### src/rtl/pulse_emitter_pkg.sv
// pulse_emitter_pkg: shared state encoding and gap counter sizing for pulse_emitter
package pulse_emitter_pkg;
    typedef enum logic [1:0] {
        S_IDLE  = 2'd0,
        S_PULSE = 2'd1,
        S_GAP   = 2'd2,
        S_DONE  = 2'd3
    } state_t;
    // Gap counter needs to hold GAP-1, never narrower than one bit.
    function automatic int gap_w(input int g);
        return ($clog2(g + 1) > 1) ? $clog2(g + 1) : 1;
    endfunction
endpackage

### src/rtl/pulse_emitter.sv
// pulse_emitter: emits load_value single-cycle inc pulses after a valid/ready load
// Ports:
//   aclk, arstn           clock and asynchronous active-low reset
//   clr                   synchronous abort, returns to idle without done
//   load_valid/load_ready load handshake, ready only while idle
//   load_value            number of pulses to emit
//   inc                   one-cycle pulse per count
//   remaining             pulses still to emit
//   busy                  high while pulsing or gapping
//   done                  one-cycle pulse on normal burst completion
module pulse_emitter
    import pulse_emitter_pkg::*;
#(
    parameter int WIDTH = 8,
    parameter int GAP   = 0
) (
    input  logic             aclk,
    input  logic             arstn,
    input  logic             clr,
    input  logic             load_valid,
    output logic             load_ready,
    input  logic [WIDTH-1:0] load_value,
    output logic             inc,
    output logic [WIDTH-1:0] remaining,
    output logic             busy,
    output logic             done
);
    localparam int GW = gap_w(GAP);
    localparam logic [GW-1:0] GAP_LOAD = GW'((GAP > 0) ? GAP - 1 : 0);

    state_t           st, nxt;
    logic [WIDTH-1:0] rem_n;
    logic [GW-1:0]    g, g_n;
    logic             done_n;

    always_ff @(posedge aclk or negedge arstn) begin
        if (!arstn) begin
            st         <= S_IDLE;
            remaining  <= '0;
            g          <= '0;
            inc        <= 1'b0;
            busy       <= 1'b0;
            done       <= 1'b0;
            load_ready <= 1'b1;
        end else begin
            st         <= nxt;
            remaining  <= rem_n;
            g          <= g_n;
            inc        <= nxt == S_PULSE;
            busy       <= nxt == S_PULSE || nxt == S_GAP;
            done       <= done_n;
            load_ready <= nxt == S_IDLE;
        end
    end

    always_comb begin
        nxt    = st;
        rem_n  = remaining;
        g_n    = g;
        done_n = 1'b0;
        if (clr) begin
            nxt   = S_IDLE;
            rem_n = '0;
            g_n   = '0;
        end else begin
            case (st)
                S_IDLE:
                    if (load_valid) begin
                        // A zero-length burst completes at once but stays ready.
                        if (load_value == '0) done_n = 1'b1;
                        else begin
                            rem_n = load_value;
                            nxt   = S_PULSE;
                        end
                    end
                S_PULSE: begin
                    rem_n = remaining - WIDTH'(1);
                    if (remaining == WIDTH'(1)) nxt = S_DONE;
                    else if (GAP > 0) begin
                        nxt = S_GAP;
                        g_n = GAP_LOAD;
                    end
                end
                S_GAP:
                    if (g == '0) nxt = S_PULSE;
                    else g_n = g - GW'(1);
                S_DONE: nxt = S_IDLE;
            endcase
            done_n = done_n | (nxt == S_DONE);
        end
    end
endmodule

### config.mk
export PLATFORM = sky130hd
export DESIGN_NAME = pulse_emitter
export DESIGN_NICKNAME = d
export VERILOG_FILES = /design/src/rtl/pulse_emitter_pkg.sv /design/src/rtl/pulse_emitter.sv
export SDC_FILE = /design/constraint.sdc
export NUM_CORES = 1
export LEC_CHECK = 0
export ABC_AREA = 1
export ABC_CLOCK_PERIOD_IN_PS = 3310
export CAP_MARGIN = 10
export CORE_MARGIN = 3
export CORE_UTILIZATION = 40
export DETAILED_ROUTE_END_ITERATION = 6
export GPL_ROUTABILITY_DRIVEN = 0
export PLACE_DENSITY = 0.69
export SYNTH_ARGS = -nofsm -noshare
export SYNTH_HDL_FRONTEND = slang
export SYNTH_SLANG_ARGS = --single-unit
### constraint.sdc
create_clock -name aclk -period 3.31 [get_ports aclk]
set_input_delay 0.4965 -clock aclk [delete_from_list [all_inputs] [get_ports aclk]]
set_output_delay 0.4965 -clock aclk [all_outputs]
set_load 0.005 [all_outputs]
==> results.sh, run 1 <==
export IMPL_post_route_util=0.564
export IMPL_h_tree_depth=1
export IMPL_area_growth_pct=27.6
export IMPL_cts_buffer_depth=2
export IMPL_insertion_delay_ps=290
export IMPL_ys_top_cells_by_area="dfrtp_1 (32%), nand2_1 (15%), inv_1 (7.7%)"
export IMPL_slew_headroom=0.567
export IMPL_die_x_um=56.6
export IMPL_cts_tree="built"
export IMPL_drcViolationCount=0
export IMPL_tightest_slew_ps=648
export IMPL_clock_sinks=14
export IMPL_synth_top_cell_area_share=0.317
export IMPL_crit_family="adder cells"
export IMPL_dp_hpwl_mm=1.75
export IMPL_fp_dieArea_um2=3210
export IMPL_vias=915
export IMPL_start_util=0.443
export IMPL_io_pins=24
export IMPL_crit_fanout=17
export IMPL_cpMostUsedCell="nand2_1"
export IMPL_status="complete, no violations"
export IMPL_wl_mm=2.25
export IMPL_cp_start_kind="register"
export IMPL_grtUsageTotal=0.152
export IMPL_grt_ovfl_total=0
export IMPL_fillers=222
export IMPL_cp_data_arrival_time_ps=2180
export IMPL_fin_crit_sh=0.605
export IMPL_rows=17
export IMPL_drtIter0Drc=24
export IMPL_cp_end_kind="register"
export IMPL_synth_fp_nets=156
export IMPL_grt_pass1_vias=876
export IMPL_drtPass1Iterations=4
export IMPL_cts_resized=0
export IMPL_ys_ff_latch=14
export IMPL_syn_area_um2=1030
export IMPL_crit_chain="inv_1 -> ha_1 -> nand2_1 -> nand2_1 -> nand2_1 -> nor2_2 -> inv_1 -> ha_1"
export IMPL_cp_slowest_cell="ha_1"
export IMPL_numCtsBuffers=3
export IMPL_synthDistinctLibCells=25
export IMPL_max_stage_delay_ps=570
export IMPL_skew_ps=7.67
export IMPL_antenna_found_initial=0
export IMPL_hold_buffers=0
export IMPL_dp_cells=187
export IMPL_grt_max_degree=18
export IMPL_synth_edff_count=0
export IMPL_setup_violations=0
export IMPL_path_buf_inv=2
export IMPL_n_antenna_cell=0
export IMPL_post_cts_repair_setup_buffers=0
export IMPL_synthCells=138
export IMPL_grt_pass1_wl_mm=3.82
export IMPL_design_area_um2=1310
export IMPL_cts_root_buf="clkbuf_4"
export IMPL_min_period_ps=2000
export IMPL_ir_drop_uv=289
export IMPL_portBuffers=23
export IMPL_synth_area_per_cell_um2=7.43
export IMPL_max_freq_ghz=0.499
export IMPL_drtAntennaViolNets=0
export IMPL_maxCapViolations=0
export IMPL_power_density_nw_per_um2=429
export IMPL_path_class="reg2reg"
export IMPL_whs_ps=536
export IMPL_routed_via_density=4.79
export IMPL_synth_ff_type="dfrtp_1"
export IMPL_clk_pin_slew_ps=90
export IMPL_critPathRequiredTime_ps=3490
export IMPL_placed_cell_area_um2=1270
export IMPL_hp_class="reg2reg"
export IMPL_dieHeight_um=56.6
export IMPL_drv_slew=0
export IMPL_yosysTopAreaCell="dfrtp_1"
export IMPL_rsz0062_at_grt="no"
export IMPL_ys_warn_count=0
export IMPL_instances_no_fill=191
export IMPL_wl_per_cell_um=11.8
export IMPL_tns_ps=0
export IMPL_hold_viol=0
export IMPL_coreArea_um2=2320
export IMPL_power_leakage_nw=0.641
export IMPL_ys_seq_area_frac=0.343
export IMPL_regToRegSetupSlack_ps=1310
export IMPL_final_nets=182
export IMPL_drive_above_1_share=0.160
export IMPL_async_flop_share=1.00
## path summary, 6_finish.rpt
path | from | to | depth (start not counted)
setup / recovery | st[1] | busy | 8
hold / removal | remaining[1] | remaining[1] | 2
setup reg to reg | st[1] | busy | 8
hold reg to reg | remaining[1] | remaining[1] | 2
max in group asynchronous | arstn | remaining[4] | 1
min in group asynchronous | arstn | remaining[0] | 1
## layout by cell type (no fill, tap or decap)
master | synthesis | final
a21oi_1 | 1 | 1
a21oi_4 | 2 | 2
a31oi_1 | 2 | 2
clkbuf_4 | 0 | 3
clkbuf_8 | 0 | 1
clkdlybuf4s50_1 | 0 | 23
clkinv_4 | 1 | 1
dfrtp_1 | 13 | 13
dfstp_2 | 1 | 1
ha_1 | 6 | 6
inv_1 | 21 | 21
inv_2 | 2 | 2
nand2_1 | 41 | 41
nand2_2 | 2 | 2
nand2_4 | 2 | 2
nand3_1 | 7 | 7
nand3_2 | 1 | 1
nand3_4 | 1 | 1
nand4_1 | 1 | 1
nor2_1 | 13 | 13
nor2_2 | 4 | 4
o21ai_0 | 6 | 6
o21ai_1 | 1 | 1
o21ai_2 | 6 | 6
o21bai_1 | 1 | 1
xor2_1 | 1 | 1
## layout make-up
class                   count  area (um^2)  share of cell area
multi-input cells          98          561               0.428
clock buffers               4         36.3              0.0277
well taps                  28         35.0              0.0268
inverters                  24         95.1              0.0727
repair buffers             23          230               0.176
flip-flops and latches     14          352               0.269
## cells by family (layout without fill, tap and decap cells)
family                     Yosys count  after routing  share of synthesized area
and+or+nand+nor                     72             72                      0.323
buffers and inverters               26             51                      0.111
AOI/OAI and AO/OA                   19             19                      0.141
DFF                                 14             14                      0.343
adders and majority gates            6              6                     0.0732
xor gates and xnor gates             1              1                    0.00854
## synth_stat cells, types with 2 or more instances
cell type / number
a21oi_4: 2
a31oi_1: 2
dfrtp_1: 13
ha_1: 6
inv_1: 21
inv_2: 2
nand2_1: 41
nand2_2: 2
nand2_4: 2
nand3_1: 7
nor2_1: 13
nor2_2: 4
o21ai_0: 6
o21ai_2: 6
## layer usage
layer / vias to the layer above / GRT usage / routed length, um
li1: 479 / - / -
met2: 25 / 0.243 / 998
met4: 0 / 0.0508 / 28
met5: - / 0 / 0
met3: 4 / 0.0368 / 131
met1: 407 / 0.199 / 1090
## metrics by stage
step	setup WS [ps]	power, mW
6_report	1310	0.562
5_1_grt	1120	0.607
4_1_cts	1300	0.567
3_5_place_dp	1260	0.439
3_3_place_gp	1290	0.434
2_1_floorplan	1800	0.356
## power breakdown
part	internal (mW)	switching [mW]	total [mW]
clock	0.0670	0.0597	0.127
sequential	0.193	0.0215	0.215
combinational	0.101	0.119	0.220
total	0.362	0.200	0.562
## sequential cells by signal, summed over array words and instances (netlist names)
| register | cells |
|---|---|
| busy | 1 |
| done | 1 |
| inc | 1 |
| load_ready | 1 |
| remaining | 8 |
| st | 2 |
## worst register-to-register path: stages, from the launching register on
cell and delay [ps]:
dfrtp_1 380, inv_1 110, ha_1 570, nand2_1 220, nand2_1 110, nand2_1 80
nor2_2 100, inv_1 70, ha_1 260
Power figures use the tool's default switching activity.
==> run 2: changes to the inputs <==
ABC_CLOCK_PERIOD_IN_PS = 2100   (was 3310)
clock period = 2.1 ns   (was 3.31 ns; I/O delays follow)
==> run 2 against run 1 <==
Critical endpoint unchanged. Worst hold slack worse by 120 ps. Final area up 0.57%. Die area unchanged. Register-to-register slack worse by 860 ps. Clock power increased by 60%. First-iteration DRC count grew 50%. Utilization increased by 0.32 points. Critical path depth increased by 1. Critical path type unchanged.
==> results.sh, run 2 (synthesized netlist as in run 1, its figures left out) <==
export IMPL_setup_violations=0
export IMPL_cp_start_kind="register"
export IMPL_cts_tree="built"
export IMPL_cts_buffer_depth=2
export IMPL_maxCapViolations=0
export IMPL_rsz0062_at_grt="no"
export IMPL_whs_ps=421
export IMPL_cts_root_buf="clkbuf_4"
export IMPL_cts_resized=0
export IMPL_wl_per_cell_um=11.9
export IMPL_internal_power_mw=0.573
export IMPL_tns_ps=0
export IMPL_mostFrequentLayoutCells="nand2_1 (41), clkdlybuf4s50_1 (23), inv_1 (21)"
export IMPL_regToRegSetupSlack_ps=440
export IMPL_grt_max_degree=17
export IMPL_final_nets=183
export IMPL_slew_headroom=0.550
export IMPL_grt_pass1_vias=891
export IMPL_design_area_um2=1320
export IMPL_crit_fanout=5
export IMPL_drcViolationCount=0
export IMPL_post_route_util=0.568
export IMPL_clk_pin_slew_ps=100
export IMPL_dieHeight_um=56.6
export IMPL_fp_dieArea_um2=3210
export IMPL_n_antenna_cell=0
export IMPL_clock_sinks=14
export IMPL_placed_cell_area_um2=1280
export IMPL_routed_via_density=4.82
export IMPL_skew_ps=9.59
export IMPL_post_cts_repair_setup_buffers=0
export IMPL_fillers=221
export IMPL_clkPwrFrac=0.227
export IMPL_insertion_delay_ps=290
export IMPL_wl_mm=2.28
export IMPL_die_x_um=56.6
export IMPL_power_density_nw_per_um2=679
export IMPL_regMostFlops="remaining"
export IMPL_h_tree_depth=1
export IMPL_cp_data_arrival_time_ps=1830
export IMPL_seqPwrFrac=0.378
export IMPL_largest_registers="remaining (8), st (2)"
export IMPL_tightest_slew_ps=673
export IMPL_grt_ovfl_total=0
export IMPL_drtPass1Iterations=4
export IMPL_dp_hpwl_mm=1.77
export IMPL_portBuffers=23
export IMPL_grt_pass1_wl_mm=3.95
export IMPL_final_common_cell="nand2_1"
export IMPL_drive_above_1_share=0.165
export IMPL_critPathRequiredTime_ps=2270
export IMPL_antenna_found_initial=0
export IMPL_hold_viol=0
export IMPL_io_pins=24
export IMPL_p_sw_frac=0.360
export IMPL_p_comb_frac=0.394
export IMPL_max_freq_ghz=0.603
export IMPL_coreArea_um2=2320
export IMPL_drtAntennaViolNets=0
export IMPL_hold_buffers=0
export IMPL_fin_crit_sh=0.790
export IMPL_start_util=0.443
export IMPL_ir_drop_uv=376
export IMPL_numCtsBuffers=3
export IMPL_area_growth_pct=28.3
export IMPL_power_leakage_nw=0.646
export IMPL_status="complete, no violations"
export IMPL_grtUsageTotal=0.160
export IMPL_path_class="reg2reg"
export IMPL_drtIter0Drc=36
export IMPL_hp_class="in2async"
export IMPL_drv_slew=0
export IMPL_vias=925
export IMPL_min_period_ps=1660
export IMPL_rows=17
export IMPL_switching_power_mw=0.322
export IMPL_cp_end_kind="register"
export IMPL_largest_register_ffs=8
-- run 2: changes by cell type in the layout (fill, tap and decap cells not counted) --
cell / previous run / this run
buf_4: 0 / 1
-- run 2: cell type report --
type,count,area (um^2),area share
clock buffers,4,36.3,0.0276
repair buffers,24,238,0.181
flip-flops and latches,14,352,0.267
well taps,28,35.0,0.0266
inverters,24,95.1,0.0722
multi-input cells,98,561,0.426
-- run 2: per-layer routing --
layer / global-route usage / share of wire / up-vias
met5: 0 / 0 / -
met4: 0.0407 / 0.011 / 0
met3: 0.0529 / 0.058 / 4
met2: 0.254 / 0.47 / 27
met1: 0.209 / 0.46 / 416
li1: - / - / 478
-- run 2: path summary, 6_finish.rpt --
| kind | start | endpoint | depth (start not counted) |
|---|---|---|---|
| setup / recovery | st[1] | busy | 9 |
| hold / removal | arstn | remaining[0] | 1 |
| setup reg to reg | st[1] | busy | 9 |
| hold reg to reg | remaining[7] | remaining[7] | 2 |
| max in group asynchronous | arstn | remaining[7] | 1 |
| min in group aclk | remaining[7] | remaining[7] | 2 |
-- run 2: per-stage QoR --
stage	power (mW)	cells	setup WS (ps)
final	0.894	192	442
after global routing	0.958	192	321
after CTS	0.907	192	424
after detailed placement	0.696	188	236
after global placement	0.688	188	268
after floorplan	0.561	138	592
-- run 2: worst max-delay path, stage by stage (launching register included) --
cell,delay [ps]
dfrtp_1,390
inv_1,100
ha_1,300
inv_2,90
nand2_1,130
nand2_1,70
nand2_1,100
nor2_2,50
inv_1,80
ha_1,230
-- run 2: power groups by stage --
stage | clock [mW] | sequential (mW) | combinational, mW
4_1_cts | 0.213 | 0.339 | 0.355
5_1_grt | 0.219 | 0.345 | 0.394
3_3_place_gp | 0 | 0.342 | 0.345
6_report | 0.203 | 0.338 | 0.353
2_1_floorplan | 0 | 0.341 | 0.219
3_5_place_dp | 0 | 0.343 | 0.353
